`src/rtl/rtc_tick_gen.sv`:
```
// Multi-channel programmable clock divider: each channel emits a divided clock
// and a one-cycle tick at every divided-clock rising edge.
module rtc_tick_gen #(
    parameter int NumCh      = 2,
    parameter int CntWidth   = 16,
    parameter int DefaultDiv = 50
) (
    input  logic                      soc_clk,
    input  logic                      rst_n,
    input  logic [NumCh-1:0]          en_i,
    input  logic [NumCh*CntWidth-1:0] div_i,
    input  logic [NumCh-1:0]          div_valid_i,
    output logic [NumCh-1:0]          div_ready_o,
    output logic [NumCh-1:0]          clk_o,
    output logic [NumCh-1:0]          tick_o
);

    typedef enum logic [1:0] {
        IDLE,
        RUN,
        STOP
    } state_e;

    localparam logic [CntWidth-1:0] DefDiv = CntWidth'(DefaultDiv);
    localparam logic [CntWidth-1:0] One    = CntWidth'(1);
    localparam logic [CntWidth-1:0] Two    = CntWidth'(2);

    // Divisors of 0 and 1 behave as 2.
    function automatic logic [CntWidth-1:0] eff_div(input logic [CntWidth-1:0] d);
        return (d < Two) ? Two : d;
    endfunction

    function automatic logic [CntWidth-1:0] high_time(input logic [CntWidth-1:0] d);
        logic [CntWidth-1:0] e;
        e = eff_div(d);
        return e - (e >> 1);
    endfunction

    for (genvar c = 0; c < NumCh; c++) begin : g_ch
        state_e              state_q, state_d;
        logic [CntWidth-1:0] cnt_q, cnt_d;
        logic [CntWidth-1:0] div_q, div_d;
        logic [CntWidth-1:0] stg_q, stg_d;
        logic                staged_q, staged_d;
        logic                clk_q, clk_d;
        logic                tick_q, tick_d;
        logic [CntWidth-1:0] cnt_adv;
        logic                wrap;

        always_ff @(posedge soc_clk or negedge rst_n) begin
            if (!rst_n) begin
                state_q  <= IDLE;
                cnt_q    <= '0;
                div_q    <= DefDiv;
                stg_q    <= '0;
                staged_q <= 1'b0;
                clk_q    <= 1'b0;
                tick_q   <= 1'b0;
            end else begin
                state_q  <= state_d;
                cnt_q    <= cnt_d;
                div_q    <= div_d;
                stg_q    <= stg_d;
                staged_q <= staged_d;
                clk_q    <= clk_d;
                tick_q   <= tick_d;
            end
        end

        always_comb begin
            state_d  = state_q;
            cnt_d    = cnt_q;
            div_d    = div_q;
            stg_d    = stg_q;
            staged_d = staged_q;
            wrap     = (state_q != IDLE) && (cnt_q == eff_div(div_q) - One);
            cnt_adv  = wrap ? '0 : cnt_q + One;

            // Staged divisor only lands between periods, so a period never mixes divisors.
            if (staged_q && (state_q == IDLE || wrap)) begin
                div_d    = stg_q;
                staged_d = 1'b0;
            end
            if (div_valid_i[c] && !staged_q) begin
                stg_d    = div_i[c*CntWidth +: CntWidth];
                staged_d = 1'b1;
            end

            case (state_q)
                IDLE: begin
                    cnt_d = '0;
                    if (en_i[c]) state_d = RUN;
                end
                RUN: begin
                    cnt_d = cnt_adv;
                    if (!en_i[c]) state_d = STOP;
                end
                STOP: begin
                    cnt_d = cnt_adv;
                    if (en_i[c])   state_d = RUN;
                    else if (wrap) state_d = IDLE;
                end
                default: begin
                    state_d = IDLE;
                    cnt_d   = '0;
                end
            endcase

            // Outputs are registered from next-state values so they align with cnt_q.
            clk_d  = (state_d != IDLE) && (cnt_d < high_time(div_d));
            tick_d = (state_d != IDLE) && (cnt_d == '0);
        end

        assign clk_o[c]       = clk_q;
        assign tick_o[c]      = tick_q;
        assign div_ready_o[c] = ~staged_q;
    end

endmodule

```
`config.mk`:
```
export PLATFORM = sky130hd
export DESIGN_NAME = rtc_tick_gen
export DESIGN_NICKNAME = d
export VERILOG_FILES = /design/src/rtl/rtc_tick_gen.sv
export SDC_FILE = /design/constraint.sdc
export NUM_CORES = 1
export LEC_CHECK = 0
export BUFFER_PORTS_ARGS = -buffer_cell sky130_fd_sc_hd__buf_2
export CAP_MARGIN = 20
export CORE_MARGIN = 2
export CORE_UTILIZATION = 50
export CTS_CLUSTER_SIZE = 30
export DETAILED_ROUTE_END_ITERATION = 7
export GPL_ROUTABILITY_DRIVEN = 0
export PLACE_DENSITY_LB_ADDON = 0.3
export SETUP_SLACK_MARGIN = 0.1
export SYNTH_ARGS = -nofsm -noshare
export SYNTH_HDL_FRONTEND = slang
export SYNTH_SLANG_ARGS = --single-unit
```
`constraint.sdc`:
```
create_clock -name soc_clk -period 17 [get_ports soc_clk]
set_input_delay 1.7 -clock soc_clk [delete_from_list [all_inputs] [get_ports soc_clk]]
set_output_delay 1.7 -clock soc_clk [all_outputs]
set_load 0.03 [all_outputs]
```
---- Yosys cells after proc, flatten, opt, wreduce, memory -nomap -nowiden ----
Cells that the tools add are included.
cells by class
  $add $sub $neg .......................... 6
  multiply operators ...................... 0
  divide/modulo/power cells ............... 0
  $lt $le $gt $ge ......................... 6
  equal/unequal tests ..................... 6
  shift operators ......................... 0
  mux-type cells .......................... 24
  bitwise gates (word level) .............. 2
  reduce and logical (&&, ||, !) cells .... 26
operators with widths
  operator                                                               count
  16-bit 2-to-1 mux                                                      10
  16-bit by 2-bit < comparator with 1-bit output, second input constant  4
  16-bit by 1-bit adder with 16-bit output, second input constant        2
  16-bit == test                                                         2
  16-bit zero test                                                       2
  16-bit < comparator                                                    2
  16-bit by 1-bit subtractor with 16-bit output, second input constant   2
  16-bit by 15-bit subtractor with 16-bit output                         2
  2-bit 2-to-1 mux                                                       8
  2-bit case mux with 3 select lines                                     2
  2-bit nonzero test                                                     6
  1-bit logical AND                                                      10
  2-bit by 1-bit == test with 1-bit output, second input constant        2
  2-bit == test, second input constant                                   2
  2-bit zero test                                                        2
  1-bit 2-to-1 mux                                                       4
  2-bit OR reduction                                                     2
  1-bit zero test                                                        2
  1-bit logical OR                                                       2
  1-bit NOT                                                              2
storage, ports and cells
  flip-flop bits (word level) ............. 106
  latch bits .............................. 0
  memory bits (writable) .................. 0
  bits in read-only memories .............. 0
  input port bits ......................... 38
  output and inout port bits .............. 6
  logic and storage cells ................. 84
  memories ................................ 0

---- Logic depth before layout (Yosys ltp) ----
Gate-level depths: netlist of run 1.
  depth after elaboration ................. 13
  gate-level depth with buffers ........... 39
  depth with buffers taken out ............ 37

---- Least setup slack after synthesis of run 1 ----
Ideal clock, no wire load.
  path type ............................... register to register
  start ................................... register g_ch[1].div_q[8]
  end ..................................... register g_ch[1].clk_q
  library setup time ...................... 66 ps
  data arrival time ....................... 6,929 ps
  required time ........................... 16,934 ps
  slack ................................... 10,005 ps
  stages on the path, launching flop included .. 39
  buffers on the path ..................... 2
  clock period less this slack ............ 6,995 ps
  cell sequence ........................... dfrtp_1 -> nor4_2 -> and3_1 -> clkbuf_1 -> nand3_1 -> nand2_1 -> ha_1 -> nor4b_1 -> nand3_1 -> xnor2_1 -> nor4b_1 -> o211a_1 -> a32oi_4 -> buf_2 -> mux2i_1 -> ha_1 -> nor4b_1 -> nand4_1 -> (+3 left out) -> inv_1 -> ha_1 -> nor2b_1 -> mux2i_1 -> a31oi_1 -> nor2_1 -> a21oi_1 -> xor2_1 -> ha_1 -> nor2b_1 -> o21ai_0 -> nand2b_1 -> a21oi_1 -> nor2b_1 -> o21ai_0 -> nand2b_1 -> a21oi_1 -> o311a_1
on the way
  cells in the longest elaborated chain, start to end .. 13
  elaborated cells between the ends (all ways) .. 19
  those cells by class .................... add/sub: 2; order compare: 3; eq/ne: 1; mux: 8; reduce/logical: 5
RTL lines
  element                                         RTL line  text
  start, declared                                 42        logic [CntWidth-1:0] div_q, div_d;
  start signal, assigned                          54        div_q <= DefDiv;
  start signal, assigned                          62        div_q <= div_d;
  16-bit by 2-bit < comparator with 1-bit output  30        return (d < Two) ? Two : d;
  16-bit 2-to-1 mux                               30
  16-bit by 1-bit subtractor with 16-bit output   76        wrap = (state_q != IDLE) && (cnt_q == eff_div(div_q) - One);
  16-bit == test                                  76
  1-bit logical AND                               76
  1-bit logical OR                                80        if (staged_q && (state_q == IDLE || wrap)) begin
  1-bit logical AND                               80
  16-bit 2-to-1 mux                               80
  16-bit by 2-bit < comparator with 1-bit output  30
  16-bit 2-to-1 mux                               30
  16-bit by 15-bit subtractor with 16-bit output  36        return e - (e >> 1);
  16-bit < comparator                             110       clk_d = (state_d != IDLE) && (cnt_d < high_time(div_d));
  1-bit logical AND (*)                           110
  net g_ch[1].clk_d                               45        logic clk_q, clk_d;
  end signal, assigned                            65        clk_q <= clk_d;
  end, declared                                   45
Mark *: on every way through the listed nets, which the timed path passes. The rest lies on a longest branch.
A chain may end at the register's enable or synchronous reset.

---- Final worst setup path of run 1 ----
Ends and elaborated chain as after synthesis.

==> results of run 1 <==
## cells in the mapped netlist (11+ instances only)
master	count	area, um^2
nor4_1	14	87.6
buf_2	11	55.1
mux2i_1	17	170
clkbuf_1	17	63.8
nor2_1	93	349
ha_1	72	901
nor3_1	17	85.1
o21ai_0	27	135
xnor2_1	39	342
a21o_1	14	105
xor2_1	48	420
mux2_2	80	901
nand3_1	29	145
inv_1	55	206
a31oi_1	16	100
nor2b_1	21	131
a21oi_1	50	250
nand2_1	47	176
nand2b_1	14	87.6
and3_1	17	106
nand4_1	14	87.6
dfrtp_1	100	2500
## cell type report
cell class                 count  share of cell area (%)
clock inverter                 7                   0.803
timing repair buffer          50                    3.01
sequential                   106                    27.5
multi-input combinational    770                    61.3
inverter                      55                    2.14
tap                          225                    2.91
clock buffer                   9                    2.33
## flip-flops by register name (all words and copies together), names as in the netlist
| name | flops |
|---|---|
| g_ch.tick_q | 2 |
| g_ch.clk_q | 2 |
| g_ch.cnt_q | 32 |
| g_ch.state_q | 4 |
| g_ch.staged_q | 2 |
| g_ch.stg_q | 32 |
| g_ch.div_q | 32 |
## through the flow
| step | worst slack (ns) | area, um^2 | util, % | cells | hold slack (ns) |
|---|---|---|---|---|---|
| after floorplan | 10.00 | 8980 | - | 970 | 0.475 |
| final | 8.84 | 9660 | 55.5 | 1222 | 0.513 |
| after global routing | 7.96 | 9660 | 55.5 | 1222 | 0.534 |
| after global placement | 9.30 | 9330 | 53.6 | 1205 | 0.491 |
| after detailed placement | 8.99 | 9330 | 53.6 | 1205 | 0.494 |
| after CTS | 8.97 | 9630 | 55.3 | 1221 | 0.513 |
## worst paths after layout
check	endpoint	cells past startpoint	slack, ns
worst min-delay path	g_ch[1].stg_q[0]	1	0.51
worst min register to register	g_ch[1].stg_q[0]	1	0.51
worst max-delay path	g_ch[1].clk_q	37	8.84
worst max register to register	g_ch[1].clk_q	37	8.84
min in group asynchronous	g_ch[1].stg_q[3]	1	1.24
max in group asynchronous	g_ch[0].div_q[4]	3	14.76
## cell families after synthesis
family                     synth area share (%)
muxes                                      12.1
adders and majority gates                  10.0
AOI/OAI and AO/OA                          15.5
buffers and inverters                      4.43
and+or+nand+nor                            19.6
xor gates and xnor gates                   8.74
DFF                                        29.6
## cells in the final DEF, fill, tap and decap left out, drive strengths merged, types with 4 or more instances in the layout
cell type / count
inv: 57
nor4: 17
nand4: 14
or4: 4
clkinvlp: 4
and2: 8
nand2b: 14
nand2: 47
nor3b: 8
and3: 17
mux2i: 18
a21o: 14
a21oi: 50
xor2: 48
dfrtp: 100
or3: 9
o211a: 4
a211oi: 7
nor2b: 21
or2: 4
o31ai: 5
nand3b: 5
o21ai: 28
nor4b: 7
a311oi: 5
buf: 50
dfstp: 6
clkbuf: 9
a211o: 5
nand3: 29
mux2: 80
xnor2: 39
nor3: 22
a31oi: 16
ha: 72
o21bai: 7
o211ai: 8
nor2: 93
## layer usage
metal / up-vias / global-route usage (%) / wire, um
li1: 3582 / - / -
met1: 3496 / 37.7 / 11000
met2: 219 / 33.0 / 8890
met3: 25 / 4.42 / 1440
met4: 0 / 7.65 / 385
met5: - / 0 / 0
==> results.yml, run 1 <==
status:
  status: "finished, final reports clean"
clock_tree:
  post-cts-setup-buffers: 0
  path_clk_slew_ns: 0.08
  h-tree-depth: 3
  cts_buffers: 9
  cts_resized: 0
  cts.sinks: 106
  cts_tree: "done"
  ctsHoldBuffers: 0
  cts_root_buf: "clkbuf_16"
  clock_latency_ns: 0.37
  clockBufferDepth: 2
critical_path:
  required_ns: 17.30
  rr_startpoint: "g_ch[1].div_q[8]"
  critPathKind: "register to register"
  start_kind: "register"
  crit_top_cell: "ha_1"
  crit_start: "g_ch[1].div_q[8]"
  cp-end-kind: "register"
  worstPathArrival_ns: 8.46
  crit_family: "simple AND/OR/NAND/NOR gates"
  critPathMaxStageDelay_ns: 0.64
  crit_slowest_cell: "nor4b_1"
  cp_max_fo: 34
  path_buf_inv: 2
floorplanning:
  fp-row-count: 48
  die_x_um: 138
  dieArea_mm2: 0.0190
  core_mm2: 0.0174
  start_util_pct: 51.5
  fp.dieH_um: 138
  io-pin-count: 44
flow_run:
  maxCapViolCount: 0
synth:
  yosysSeqAreaShare_pct: 29.6
  synth_edf_count: 0
  synth_cells: 970
  synth-main-ff-cell: "dfrtp_1"
  ys_seq_elements: 106
  avgSynthCellArea_um2: 9.25
  synthesis.area_mm2: 0.00898
  yosysWarnings: 0
  async_reset_ff_share_pct: 100
  synth_cell_types: 84
  syn_nets: 1080
min_path:
  hp-class: "register to register"
  hold_start: "g_ch[1].stg_q[0]"
timing:
  tightest_slew_ns: 0.822
  period_share_pct: 48.0
  hold_viol: 0
  period_needed_ns: 8.16
  final_max_slew_viol_count: 0
  setup_viol: 0
  fmax_mhz: 123
  slew_headroom_pct: 44.8
  fin_worst_skew_ns: 0.0118
  grt_setup_unrepaired: "false"
  setup_tns_ns: 0
detailed_routing:
  drt_iter0_drc: 656
  via_per_inst: 5.99
  wl_per_cell_um: 17.7
  drc_errors: 0
  routed_wl_um: 21700
  ant_nets: 0
  first_pass_iters: 5
  num_vias: 7322
final_layout:
  n_antenna_cell: 0
  drive_gt1_share_pct: 18.7
  multi_input_area_mm2: 0.00592
  nFillCells: 1593
  area_delta_synth_final_pct: 7.61
  regArea_mm2: 0.00266
  final_nets: 1102
global_routing:
  grt_pass1_vias: 6830
  grt_max_degree: 81
  antenna_found_initial: 0
  grt_pass1_wl_um: 35500
  overflow: 0
  grt_util_all_layers_pct: 24.1
placement:
  numPortBuffers: 43
  place_hpwl_um: 16900
Power of run 1 is not shown: default switching activity piles up to over one toggle a cycle in this logic, so the estimate is an artifact.
==> run 2, diff against run 1 <==
--- a/config.mk
+++ b/config.mk
@@ -5,6 +5,7 @@
 export SDC_FILE = /design/constraint.sdc
 export NUM_CORES = 1
 export LEC_CHECK = 0
+export ABC_AREA = 1
 export BUFFER_PORTS_ARGS = -buffer_cell sky130_fd_sc_hd__buf_2
 export CAP_MARGIN = 20
 export CORE_MARGIN = 2
==> constraint.sdc (replaced) <==
create_clock -name soc_clk -period 6.9 [get_ports soc_clk]
set_input_delay 0.69 -clock soc_clk [delete_from_list [all_inputs] [get_ports soc_clk]]
set_output_delay 0.69 -clock soc_clk [all_outputs]
set_load 0.03 [all_outputs]
==> results.yml, run 2 <==
timing:
  grt_setup_unrepaired: "true"
  fin_worst_skew_ns: 0.00720
  slew_headroom_pct: 49.2
  final_max_slew_viol_count: 0
  period_share_pct: 87.8
  period_needed_ns: 6.06
  setup_tns_ns: 0
  hold_viol: 0
  fmax_mhz: 165
  setup_viol: 0
  tightest_slew_ns: 0.762
  hold_ws_ns: 0.325
detailed_routing:
  wl_per_cell_um: 14.1
  via_per_inst: 5.23
  num_vias: 7371
  first_pass_iters: 5
  ant_nets: 0
  routed.top_layer: "met4"
  wl_met3_um: 1120
  drc_errors: 0
  wl_met1_um: 10300
  drt_iter0_drc: 785
  routed_wl_um: 19900
  met2WireLength_um: 8200
critical_path:
  critPathMaxStageDelay_ns: 0.56
  crit_slowest_cell: "a2111oi_0"
  start_kind: "register"
  reg2reg_to: "g_ch[1].clk_q"
  cp_max_fo: 20
  rr_startpoint: "g_ch[1].div_q[8]"
  r2r_setup_slack_ns: 0.84
  crit_top_cell: "nand2_1"
  worstPathArrival_ns: 6.33
  required_ns: 7.17
  cp-end-kind: "register"
  r2r_cells: 36
  critPathKind: "register to register"
global_routing:
  antenna_found_initial: 0
  grt_util_all_layers_pct: 22.9
  grt_pass1_vias: 6705
  grt_pass1_wl_um: 33100
  grt_max_degree: 61
  overflow: 0
floorplanning:
  dieArea_mm2: 0.0182
  io-pin-count: 44
  start_util_pct: 51.4
  fp.dieH_um: 135
  core_mm2: 0.0166
  fp-row-count: 47
  die_x_um: 135
synth:
  synth_top_area_share_pct: 29.2
  synthesis.area_mm2: 0.00856
  synth-main-ff-cell: "dfrtp_1"
  yosys-top-cells-count: "241 x nand2_1, 172 x inv_1, 109 x nor2_1, 100 x dfrtp_1, 100 x nand3_1"
  synth_edf_count: 0
  synth_cells: 1148
  synth_compound_area_share_pct: 8.12
  synth-simple-area-share_pct: 31.1
  yosysWarnings: 0
  syn_nets: 1258
  synth_xor_xnor_area_share_pct: 6.61
  ys_top_cells_by_area: "dfrtp_1 29%, nand2_1 11%, ha_1 11%"
  synth_cell_types: 46
  ys_seq_elements: 106
  yosysSeqAreaShare_pct: 31.1
  yosys.area_share.adder_pct: 10.5
  synth_area_leader_cell: "dfrtp_1"
  muxShareOfSynthArea_pct: 3.42
  post-synth-top-count-cell: "nand2_1"
  avgSynthCellArea_um2: 7.45
  async_reset_ff_share_pct: 100
  synth_top_family_by_area: "simple AND/OR/NAND/NOR gates"
clock_tree:
  cts_root_buf: "clkbuf_16"
  path_clk_slew_ns: 0.08
  h-tree-depth: 3
  clockBufferDepth: 2
  cts_buffers: 9
  clock_latency_ns: 0.36
  cts.sinks: 106
  cts_tree: "done"
  post-cts-setup-buffers: 0
placement:
  place_hpwl_um: 16200
  numPortBuffers: 43
final_layout:
  top_regs: "g_ch.cnt_q (32), g_ch.div_q (32), g_ch.stg_q (32)"
  layout_commonest_cell: "nand2_1"
  n_antenna_cell: 0
  mostFrequentLayoutCells: "241 x nand2_1, 172 x inv_1, 109 x nor2_1, 100 x nand3_1, 100 x dfrtp_1"
  drive_gt1_share_pct: 14.4
  final_nets: 1294
  area_delta_synth_final_pct: 7.93
  nFillCells: 1523
flow_run:
  maxCapViolCount: 0
status:
  status: "finished, final reports clean"
min_path:
  hp-class: "primary input to asynchronous set/reset pin"
[run 2: cells by family after synthesis]
family	count (synthesis)
adders and majority gates	72
AOI/OAI and AO/OA	116
muxes	26
and+or+nand+nor	571
xor gates and xnor gates	63
DFF	106
buffers and inverters	194
[run 2: worst max-delay path by stage]
stage                       from            end  slack (ns)  depth (start not counted)
5_1_grt        g_ch[0].div_q[12]  g_ch[0].clk_q         0.1                         37
3_5_place_dp    g_ch[0].div_q[6]  g_ch[0].clk_q        0.77                         38
6_report        g_ch[1].div_q[8]  g_ch[1].clk_q        0.84                         36
3_3_place_gp   g_ch[0].div_q[12]  g_ch[0].clk_q        0.76                         38
2_1_floorplan   g_ch[1].div_q[4]  g_ch[1].clk_q        1.89                         37
4_1_cts        g_ch[0].div_q[12]  g_ch[0].clk_q        0.69                         38
[run 2: metal layers]
| layer | up-vias | GRT usage [%] |
|---|---|---|
| li1 | 3797 | - |
| met1 | 3351 | 35.6 |
| met2 | 208 | 33.3 |
| met3 | 15 | 3.60 |
| met4 | 0 | 5.15 |
| met5 | - | 0 |
[run 2: area by class of cell]
type                            count  area, um^2  share of cell area [%]
Tap cell                          220         275                    2.98
Multi-Input combinational cell    848        5120                    55.5
Sequential cell                   106        2660                    28.8
Clock buffer                       10         239                    2.59
Clock inverter                      6        57.6                   0.623
Timing Repair Buffer               44         225                    2.44
Inverter                          175         657                    7.11
[run 2: stage by stage]
| step | instances | area [um^2] | setup slack [ns] | utilization (%) |
|---|---|---|---|---|
| 3_3_place_gp | 1393 | 8930 | 0.760 | 53.7 |
| 4_1_cts | 1409 | 9230 | 0.688 | 55.5 |
| 5_1_grt | 1409 | 9240 | 0.0957 | 55.5 |
| 3_5_place_dp | 1393 | 8930 | 0.774 | 53.7 |
| 2_1_floorplan | 1148 | 8560 | 1.89 | - |
| 6_report | 1409 | 9240 | 0.839 | 55.5 |
[run 2: critical path, delay by kind of cell (launching register included)]
family / cells / cell delay, ns
xor gates and xnor gates: 1 / 0.09
AOI/OAI and AO/OA: 5 / 1.21
and+or+nand+nor: 24 / 3.06
DFF: 1 / 0.43
adders and majority gates: 4 / 0.95
buffers and inverters: 2 / 0.21
[run 2: what timing repair did]
action,4_1_cts,5_1_grt
gates resized for setup,0,4
hold buffers,0,0
setup endpoints to repair,0,2
Power of run 2 is left out for the same reason.
